`src/rtl/bit_compose_agen_pkg.sv`:
```
// rtl/bit_compose_agen_pkg.sv - shared types, sizing constants and mid-field rotate helpers
package bit_compose_agen_pkg;

    localparam int LOG_N        = 16;
    localparam int LOG_E        = 3;
    localparam int AG_WIDTH     = LOG_N - LOG_E;
    localparam int AG_MID_WIDTH = LOG_E;

    typedef enum logic [1:0] {AG_IDLE, AG_RUN, AG_DONE} agen_state_t;

    // Rotations operate on the low w bits of v; amt must already be reduced below w.
    function automatic logic [31:0] rotl(input logic [31:0] v, input int unsigned amt,
                                         input int unsigned w);
        logic [31:0] mask;
        mask = (32'd1 << w) - 32'd1;
        return ((v << amt) | (v >> (w - amt))) & mask;
    endfunction

    function automatic logic [31:0] rotr(input logic [31:0] v, input int unsigned amt,
                                         input int unsigned w);
        logic [31:0] mask;
        mask = (32'd1 << w) - 32'd1;
        return (amt == 0) ? (v & mask) : rotl(v, w - amt, w);
    endfunction

endpackage

```
`src/rtl/bit_compose_agen_lane.sv`:
```
// rtl/bit_compose_agen_lane.sv - one lane: rotate the lane index and insert it into the counter bits
module bit_compose_lane
    import bit_compose_agen_pkg::*;
#(
    parameter int  WIDTH     = AG_WIDTH,
    parameter int  MID_WIDTH = AG_MID_WIDTH,
    localparam int IN_W      = WIDTH - MID_WIDTH,
    localparam int BASE_W    = $clog2(IN_W + 1),
    localparam int ROT_W     = (MID_WIDTH > 1) ? $clog2(MID_WIDTH) : 1
) (
    input  logic [IN_W-1:0]      i_in,
    input  logic [MID_WIDTH-1:0] i_mid,
    input  logic [BASE_W-1:0]    i_base,
    input  logic [ROT_W-1:0]     i_barrel,
    input  logic                 i_left,
    output logic [WIDTH-1:0]     o_addr
);

    int unsigned      w_b;
    logic [WIDTH-1:0] w_midr;
    logic [WIDTH-1:0] w_in_ext;
    logic [WIDTH-1:0] w_low;

    // The split point is a mask so the insert works for every base without a mux tree.
    always_comb begin
        w_b      = (int'(i_base) > IN_W) ? IN_W : int'(i_base);
        w_midr   = i_left ? WIDTH'(rotl(32'(i_mid), 32'(i_barrel), MID_WIDTH))
                          : WIDTH'(rotr(32'(i_mid), 32'(i_barrel), MID_WIDTH));
        w_in_ext = WIDTH'(i_in);
        w_low    = (WIDTH'(1) << w_b) - WIDTH'(1);
        o_addr   = ((w_in_ext & ~w_low) << MID_WIDTH) | (w_midr << w_b) | (w_in_ext & w_low);
    end

endmodule

```
`src/rtl/bit_compose_agen.sv`:
```
// rtl/bit_compose_agen.sv - streaming composed-address sweep; optional BIT_COMPOSE_BITREV_EN adds bit-reversed counter order
module bit_compose_agen
    import bit_compose_agen_pkg::*;
#(
    parameter int  WIDTH     = AG_WIDTH,
    parameter int  MID_WIDTH = AG_MID_WIDTH,
    localparam int IN_W      = WIDTH - MID_WIDTH,
    localparam int LANES     = 2 ** MID_WIDTH,
    localparam int BASE_W    = $clog2(IN_W + 1),
    localparam int ROT_W     = (MID_WIDTH > 1) ? $clog2(MID_WIDTH) : 1
) (
    input  logic                   clk,
    input  logic                   rst,
    input  logic                   cmd_valid,
    output logic                   cmd_ready,
    input  logic [BASE_W-1:0]      cmd_base,
    input  logic [ROT_W-1:0]       cmd_barrel,
    input  logic                   cmd_left,
    input  logic [IN_W-1:0]        cmd_len,
`ifdef BIT_COMPOSE_BITREV_EN
    input  logic                   cmd_bitrev,
`endif
    output logic                   out_valid,
    input  logic                   out_ready,
    output logic [LANES*WIDTH-1:0] out_addr,
    output logic                   out_last,
    output logic                   done,
    output logic                   busy
);

    agen_state_t            r_state;
    agen_state_t            w_state_nxt;
    logic [BASE_W-1:0]      r_base;
    logic [BASE_W-1:0]      w_base;
    logic [ROT_W-1:0]       r_barrel;
    logic [ROT_W-1:0]       w_barrel;
    logic                   r_left;
    logic                   w_left;
    logic [IN_W-1:0]        r_len;
    logic [IN_W-1:0]        w_len;
    logic [IN_W-1:0]        r_cnt;
    logic [IN_W-1:0]        w_cnt_nxt;
    logic [IN_W-1:0]        w_in;
    logic [LANES*WIDTH-1:0] r_addr;
    logic [LANES*WIDTH-1:0] w_lanes;
    logic                   r_last;
    logic                   w_last_nxt;
    logic                   w_idle;
    logic                   w_fire_cmd;
    logic                   w_fire_out;

    assign w_idle     = (r_state == AG_IDLE);
    assign w_fire_cmd = w_idle && cmd_valid;
    assign w_fire_out = (r_state == AG_RUN) && out_ready;

    // In IDLE the lanes see the raw command so beat 0 is registered on the accepting edge.
    always_comb begin
        w_base     = w_idle ? cmd_base : r_base;
        w_barrel   = w_idle ? ROT_W'(32'(cmd_barrel) % MID_WIDTH) : r_barrel;
        w_left     = w_idle ? cmd_left : r_left;
        w_len      = w_idle ? cmd_len : r_len;
        w_cnt_nxt  = w_idle ? '0 : r_cnt + 1'b1;
        w_last_nxt = (w_cnt_nxt == w_len - 1'b1);
    end

`ifdef BIT_COMPOSE_BITREV_EN
    logic r_bitrev;
    logic w_bitrev;

    always_comb begin
        w_bitrev = w_idle ? cmd_bitrev : r_bitrev;
        w_in     = w_cnt_nxt;
        if (w_bitrev) begin
            for (int i = 0; i < IN_W; i++) begin
                w_in[i] = w_cnt_nxt[IN_W-1-i];
            end
        end
    end

    always_ff @(posedge clk or posedge rst) begin
        if (rst) begin
            r_bitrev <= 1'b0;
        end else if (w_fire_cmd) begin
            r_bitrev <= cmd_bitrev;
        end
    end
`else
    assign w_in = w_cnt_nxt;
`endif

    for (genvar g = 0; g < LANES; g++) begin : g_lane
        bit_compose_lane #(
            .WIDTH     (WIDTH),
            .MID_WIDTH (MID_WIDTH)
        ) u_lane (
            .i_in     (w_in),
            .i_mid    (MID_WIDTH'(g)),
            .i_base   (w_base),
            .i_barrel (w_barrel),
            .i_left   (w_left),
            .o_addr   (w_lanes[g*WIDTH +: WIDTH])
        );
    end

    always_ff @(posedge clk or posedge rst) begin
        if (rst) begin
            r_state <= AG_IDLE;
        end else begin
            r_state <= w_state_nxt;
        end
    end

    always_comb begin
        w_state_nxt = r_state;
        case (r_state)
            AG_IDLE: if (cmd_valid) w_state_nxt = AG_RUN;
            AG_RUN:  if (out_ready && r_last) w_state_nxt = AG_DONE;
            AG_DONE: w_state_nxt = AG_IDLE;
            default: w_state_nxt = AG_IDLE;
        endcase
    end

    always_comb begin
        cmd_ready = w_idle && !rst;
        out_valid = (r_state == AG_RUN);
        done      = (r_state == AG_DONE);
        busy      = !w_idle;
    end

    always_ff @(posedge clk or posedge rst) begin
        if (rst) begin
            r_base   <= '0;
            r_barrel <= '0;
            r_left   <= 1'b0;
            r_len    <= '0;
            r_cnt    <= '0;
            r_addr   <= '0;
            r_last   <= 1'b0;
        end else if (w_fire_cmd) begin
            r_base   <= w_base;
            r_barrel <= w_barrel;
            r_left   <= w_left;
            r_len    <= w_len;
            r_cnt    <= '0;
            r_addr   <= w_lanes;
            r_last   <= w_last_nxt;
        end else if (w_fire_out) begin
            // The counter stops on the final beat so a full sweep never shows a wrap.
            if (r_last) begin
                r_last <= 1'b0;
            end else begin
                r_cnt  <= w_cnt_nxt;
                r_addr <= w_lanes;
                r_last <= w_last_nxt;
            end
        end
    end

    assign out_addr = r_addr;
    assign out_last = r_last;

endmodule

```
`config.mk`:
```
export PLATFORM = sky130hd
export DESIGN_NAME = bit_compose_agen
export DESIGN_NICKNAME = d
export VERILOG_FILES = /design/src/rtl/bit_compose_agen_pkg.sv /design/src/rtl/bit_compose_agen_lane.sv /design/src/rtl/bit_compose_agen.sv
export SDC_FILE = /design/constraint.sdc
export NUM_CORES = 1
export LEC_CHECK = 0
export CAP_MARGIN = 40
export CORE_ASPECT_RATIO = 0.75
export CORE_MARGIN = 4
export CORE_UTILIZATION = 30
export CTS_CLUSTER_SIZE = 16
export DETAILED_ROUTE_END_ITERATION = 12
export SLEW_MARGIN = 20
export SYNTH_ARGS = -nofsm -noshare
export SYNTH_HDL_FRONTEND = slang
export SYNTH_SLANG_ARGS = --single-unit
```
`constraint.sdc`:
```
create_clock -name clk -period 6.5 [get_ports clk]
set_input_delay 1.625 -clock clk [delete_from_list [all_inputs] [get_ports clk]]
set_output_delay 1.625 -clock clk [all_outputs]
set_load 0.02 [all_outputs]
```
==> results.py, run 1 <==
metrics = {
    "pwr": {
        "peakVddDrop_mv": 0.274,
        "clockPowerShare": 0.155,
        "leakage_nw": 3.88,
        "swShare": 0.469,
        "p_seq_frac": 0.256,
        "power.total_mw": 5.94,
        "p_int_mw": 3.16,
        "switching_power_mw": 2.79,
        "power.density_nw_per_um2": 648,
        "comb_power_share": 0.589,
    },
    "timing": {
        "finalHoldViolCount": 0,
        "worst_pin_slew_ns": 0.830,
        "setup_viol": 0,
        "fin_skew_ns": 0.00826,
        "relSlewSlack": 0.431,
        "finalCritPeriodShare": 0.741,
        "rsz0062_at_grt": "false",
        "setup_slack_ns": 1.68,
        "slew_violations": 0,
        "final.min_clock_period_ns": 4.82,
        "fmax_ghz": 0.208,
        "tns_ns": 0,
    },
    "finish": {
        "area_growth_pct": 31.7,
        "regArea_sq_um": 3350,
        "fillCellCount": 2212,
        "drive_gt1_frac": 0.110,
        "multi_input_area_sq_um": 3390,
        "num_antenna_cells": 0,
        "nets": 877,
    },
    "yosys": {
        "ys_ff_latch": 134,
        "synth_nets": 749,
        "synth_top_area_frac": 0.481,
        "postSynthAreaPerCell_sq_um": 9.68,
        "synth_seq_area_share": 0.481,
        "syn_area_sq_um": 6970,
        "synth-async-reset-ratio": 1.00,
        "synth_flop_cell": "dfrtp_1",
        "postSynthCellCount": 720,
        "synth.area.top_cells": "dfrtp_1 (48%), nand2_1 (5.0%), nor2_1 (4.8%)",
        "synth_edf_count": 0,
        "yosys.cell_types.count": 65,
        "ys_warn_count": 0,
        "yosysMostFrequentCell": "dfrtp_1",
        "synth_common_cells": "dfrtp_1 (134), nand2_1 (93), nor2_1 (89)",
        "synth_area_leader_cell": "dfrtp_1",
    },
    "die": {
        "core_area_sq_um": 22500,
        "die_w_um": 184,
        "fp.dieH_um": 140,
        "num_rows": 47,
        "ios": 130,
        "initial_core_util": 0.310,
        "dieArea_sq_um": 25800,
    },
    "cts": {
        "cts_hold_buf": 0,
        "cts_resized": 0,
        "ctsHtreeMaxLevel": 4,
        "path_clk_slew_ns": 0.06,
        "cts_sinks": 134,
        "cts_root_buffer": "clkbuf_16",
        "post_cts_buffers": 0,
        "worstSkewPairLatency_ns": 0.42,
        "cts_inserted_buffers": 17,
        "cts_max_path_buffers": 2,
        "cts_tree": "built",
    },
    "detailed_routing": {
        "drtAntennaViolNets": 0,
        "wl_met1_um": 11800,
        "drtPass1Iterations": 5,
        "wl_per_cell_um": 20.1,
        "num_vias": 6168,
        "met2_length_um": 9330,
        "drc": 0,
        "totalWireLength_um": 23200,
        "top_layer": "met4",
        "viasPerCell": 5.34,
        "wl_met3_um": 1860,
        "drt_iter0_drc": 484,
    },
    "worst_setup_path": {
        "cp_max_fo": 10,
        "slowest_stage": "a221oi_2",
        "r2r_end": "out_addr[85]$_DFFE_PP0P_",
        "end_kind": "flip-flop",
        "r2r_start": "r_state[1]$_DFFE_PP0P_",
        "worstSetupPathType": "input port to flip-flop",
        "reg2regPathDepth": 12,
        "cp-start-kind": "input port",
        "r2r_setup_slack_ns": 1.74,
        "slowest_delay_ns": 0.74,
        "crit_path_frequent_cell": "a21oi_1",
        "crit_arrival_ns": 5.08,
        "cp.required_ns": 6.76,
        "path_cells": "clkdlybuf4s50_1, or3_1, o31a_1, nor2_2, inv_1, ha_1, nor4_1, a21oi_1, a2bb2oi_1, a221oi_2, a21oi_1",
    },
    "worst_hold_path": {
        "hold_path_class": "flip-flop to flip-flop",
        "min_to": "out_addr[65]$_DFFE_PP0P_",
        "min_path_cells": 2,
        "min-delay-start": "out_addr[65]$_DFFE_PP0P_",
    },
    "global_routing": {
        "grt_max_degree": 51,
        "grt_pass1_vias": 6072,
        "grtUsageTotal": 0.181,
        "antenna_found_initial": 0,
        "grt_pass1_wl_um": 36600,
        "grt-ovfl-total": 0,
    },
    "place": {
        "io_buffer_count": 129,
        "dp_hpwl_um": 16500,
        "globalplace.congestion": 0.908,
        "pre_cts_ws_ns": 1.30,
    },
    "run_status": {
        "status": "complete, no violations",
    },
    "job": {
        "maxCapViolCount": 0,
    },
}
-- how the worst max path moves through the flow --
stage               slack, ns  cells after the start                    from                        to
global placement         1.42                     11             cmd_base[2]  out_addr[46]$_DFFE_PP0P_
detailed placement       1.30                     11             cmd_base[2]  out_addr[72]$_DFFE_PP0P_
CTS                      1.72                     11             cmd_base[2]  out_addr[98]$_DFFE_PP0P_
floorplan                1.29                      1                     rst   out_addr[0]$_DFFE_PP0P_
global route             1.44                     12  r_state[1]$_DFFE_PP0P_  out_addr[20]$_DFFE_PP0P_
finish                   1.68                     11             cmd_base[2]  out_addr[85]$_DFFE_PP0P_
-- metal layers --
layer,vias up,track usage
met3,20,0.0441
met4,0,0.0397
met5,-,0
met1,3029,0.287
li1,2863,-
met2,256,0.246
-- cell type report --
| class | count | area share |
|---|---|---|
| multi-input cells | 533 | 0.369 |
| flip-flops and latches | 134 | 0.365 |
| repair buffers | 150 | 0.160 |
| clock buffers | 17 | 0.0464 |
| well taps | 294 | 0.0401 |
| clock inverters | 15 | 0.0142 |
| inverters | 12 | 0.00518 |
-- power groups by stage --
stage	registers (mW)	clock network (mW)	logic, mW
global placement	1.53	0	3.40
global route	1.57	0.974	3.76
finish	1.52	0.921	3.50
detailed placement	1.52	0	3.44
CTS	1.52	0.934	3.46
floorplan	1.80	0	1.79
-- stage by stage --
step | cells | util | cell area (sq um) | hold slack [ns]
6_report | 1155 | 0.409 | 9180 | 0.481
5_1_grt | 1155 | 0.409 | 9180 | 0.502
4_1_cts | 1153 | 0.407 | 9150 | 0.484
3_5_place_dp | 1121 | 0.383 | 8600 | 0.470
3_3_place_gp | 1117 | 0.381 | 8560 | 0.463
2_1_floorplan | 720 | - | 6970 | 0.450
-- critical path: cells and delay by family --
| kind | cells | cell delay [ns] |
|---|---|---|
| AOI/OAI and AO/OA | 5 | 1.42 |
| and+or+nand+nor | 3 | 1.11 |
| buffers and inverters | 2 | 0.61 |
| adders and majority gates | 1 | 0.30 |
-- cells in the final DEF (no fill, tap or decap), types with 14 or more instances in the layout --
cell type        count
a21oi_1             50
o21a_1              15
mux2i_1             22
o22a_1              21
clkdlybuf4s50_1    129
clkbuf_16           17
o21ai_0             38
mux2_2              21
nand2_1             92
xnor2_1             14
buf_4               17
dfrtp_1            134
nor3_1              16
nor2_1              89
-- cells by family after synthesis --
logic type,count (synthesis),share of synthesized area
mux,45,0.0695
flops,134,0.481
buf+inv,53,0.0343
simple gates,246,0.155
xor+xnor,25,0.0354
compound gates,209,0.210
fa+ha+maj,8,0.0144
-- flip-flops by register name, summed over array words and instances, names as in the netlist --
signal	cells
r_base	4
r_len	10
out_last	1
r_barrel	2
r_cnt	10
r_left	1
r_state	2
out_addr	104
Power figures use the tool's default switching activity.
==> run 2: changes to the inputs <==
clock period = 4.9 ns   (was 6.5 ns; I/O delays follow)
==> run 2 against run 1 <==
Clock-buffer cell count grew 5; sequential share of layout area shrank 0.30 points; global-route usage grew 0.15 points; sequential power grew 34%; register-to-register slack lost 0.44 ns; flip-flop and latch count is the same; core utilization grew 0.34 points; setup slack lost 0.82 ns; design area grew 0.83%; clock skew shrank 0.0016 ns; combinational power grew 35%; critical endpoint is now out_addr[74]$_DFFE_PP0P_; largest power group unchanged.
==> results.py, run 2 (synthesis gave the netlist of run 1 again) <==
metrics = {
    "finish": {
        "final_cell_mix": "dfrtp_1 (134), clkdlybuf4s50_1 (129), nand2_1 (92)",
        "largest_reg_flops": 104,
        "nets": 883,
        "finalNonFillerCells": 1161,
        "final_common_cell": "dfrtp_1",
        "num_antenna_cells": 0,
        "drive_gt1_frac": 0.113,
        "area_growth_pct": 32.8,
    },
    "global_routing": {
        "antenna_found_initial": 0,
        "grt-ovfl-total": 0,
        "grtUsageTotal": 0.183,
        "grt_pass1_vias": 6025,
        "grt_max_degree": 101,
        "grt_pass1_wl_um": 36600,
    },
    "cts": {
        "cts_resized": 0,
        "path_clk_slew_ns": 0.06,
        "post_cts_buffers": 0,
        "cts_hold_buf": 0,
        "cts_max_path_buffers": 2,
        "worstSkewPairLatency_ns": 0.43,
        "cts_sinks": 134,
        "ctsHtreeMaxLevel": 4,
        "cts_inserted_buffers": 17,
        "cts_root_buffer": "clkbuf_16",
        "cts_tree": "built",
    },
    "place": {
        "place_inst": 1126,
        "globalplace.congestion": 0.886,
        "dp_hpwl_um": 16700,
        "io_buffer_count": 129,
    },
    "detailed_routing": {
        "drt_iter0_drc": 552,
        "num_vias": 6145,
        "drtAntennaViolNets": 0,
        "drc": 0,
        "drtPass1Iterations": 5,
        "viasPerCell": 5.29,
        "totalWireLength_um": 23600,
        "wl_per_cell_um": 20.3,
    },
    "worst_setup_path": {
        "cp-start-kind": "input port",
        "worstSetupPathType": "input port to flip-flop",
        "crit_arrival_ns": 4.34,
        "crit_path_frequent_cell": "or3_1",
        "path_buf_inv": 2,
        "cp.required_ns": 5.20,
        "critPathTopFamily": "compound AO/OA/AOI/OAI gates",
        "cp_max_fo": 10,
        "slowest_delay_ns": 0.49,
        "r2r_start": "r_state[1]$_DFFE_PP0P_",
        "startpoint": "cmd_base[2]",
        "end_kind": "flip-flop",
        "path_cells": "clkdlybuf4s50_1, or3_1, o31a_1, nor2_2, inv_1, ha_1, or3_1, a21boi_0, o221ai_2, a221oi_1, nor2_1",
        "slowest_stage": "clkdlybuf4s50_1",
    },
    "timing": {
        "tns_ns": 0,
        "finalCritPeriodShare": 0.824,
        "finalHoldViolCount": 0,
        "fin_skew_ns": 0.00670,
        "rsz0062_at_grt": "false",
        "worst_pin_slew_ns": 0.698,
        "slew_violations": 0,
        "setup_viol": 0,
        "final.min_clock_period_ns": 4.04,
        "fmax_ghz": 0.248,
        "relSlewSlack": 0.531,
    },
    "die": {
        "num_rows": 47,
        "die_w_um": 184,
        "core_area_sq_um": 22500,
        "initial_core_util": 0.310,
        "fp.dieH_um": 140,
        "dieArea_sq_um": 25800,
        "ios": 130,
    },
    "pwr": {
        "peakVddDrop_mv": 0.402,
        "leakage_nw": 3.92,
        "power.density_nw_per_um2": 869,
    },
    "job": {
        "maxCapViolCount": 0,
    },
    "worst_hold_path": {
        "hold_path_class": "flip-flop to flip-flop",
        "min-delay-start": "out_addr[101]$_DFFE_PP0P_",
    },
    "run_status": {
        "status": "complete, no violations",
    },
}
[run 2: area by class of cell]
| cell class | count | area (sq um) |
|---|---|---|
| Clock buffer | 22 | 464 |
| Clock inverter | 10 | 123 |
| Fill cell | 2215 | 13200 |
| Timing Repair Buffer | 156 | 1510 |
| Tap cell | 294 | 368 |
| Sequential cell | 134 | 3350 |
| Inverter | 12 | 47.5 |
| Multi-Input combinational cell | 533 | 3390 |
[run 2: metrics by stage]
step	hold slack, ns	cell area (sq um)	total power [mW]	setup slack, ns	util
2_1_floorplan	0.450	6970	4.77	0.0922	-
3_3_place_gp	0.454	8630	6.60	0.557	0.384
3_5_place_dp	0.465	8640	6.64	0.465	0.385
4_1_cts	0.479	9230	7.96	0.904	0.411
5_1_grt	0.498	9250	8.50	0.639	0.412
6_report	0.472	9250	8.04	0.863	0.412
[run 2: layer usage]
| layer | share of wire | GRT usage | vias to the layer above |
|---|---|---|---|
| met5 | 0 | 0 | - |
| met4 | 0.014 | 0.0506 | 0 |
| met3 | 0.078 | 0.0521 | 26 |
| met2 | 0.40 | 0.241 | 250 |
| met1 | 0.51 | 0.287 | 2997 |
| li1 | - | - | 2872 |
[run 2: path summary, 6_finish.rpt]
path / endpoint / slack [ns] / cells after the start
hold / removal: out_addr[101]$_DFFE_PP0P_ / 0.47 / 1
setup reg to reg: out_addr[74]$_DFFE_PP0P_ / 1.30 / 11
hold reg to reg: out_addr[101]$_DFFE_PP0P_ / 0.47 / 1
max in group asynchronous: out_addr[95]$_DFFE_PP0P_ / 2.74 / 3
min in group asynchronous: r_len[9]$_DFFE_PP0P_ / 1.21 / 2
setup / recovery: out_addr[74]$_DFFE_PP0P_ / 0.86 / 11
[run 2: worst register-to-register path, stage by stage (launching register included)]
cell	delay, ns
dfrtp_1	0.56
nor2_8	0.19
buf_4	0.49
mux2i_1	0.26
buf_4	0.20
nand3_1	0.11
ha_1	0.31
or3_1	0.38
a21boi_0	0.29
o221ai_2	0.27
a221oi_1	0.34
nor2_1	0.09
[run 2: power breakdown]
| part | leakage, nW | switching, mW | total, mW | internal (mW) |
|---|---|---|---|---|
| Clock | 0.277 | 0.511 | 1.29 | 0.779 |
| Sequential | 1.66 | 0.416 | 2.03 | 1.62 |
| Combinational | 1.98 | 2.80 | 4.72 | 1.92 |
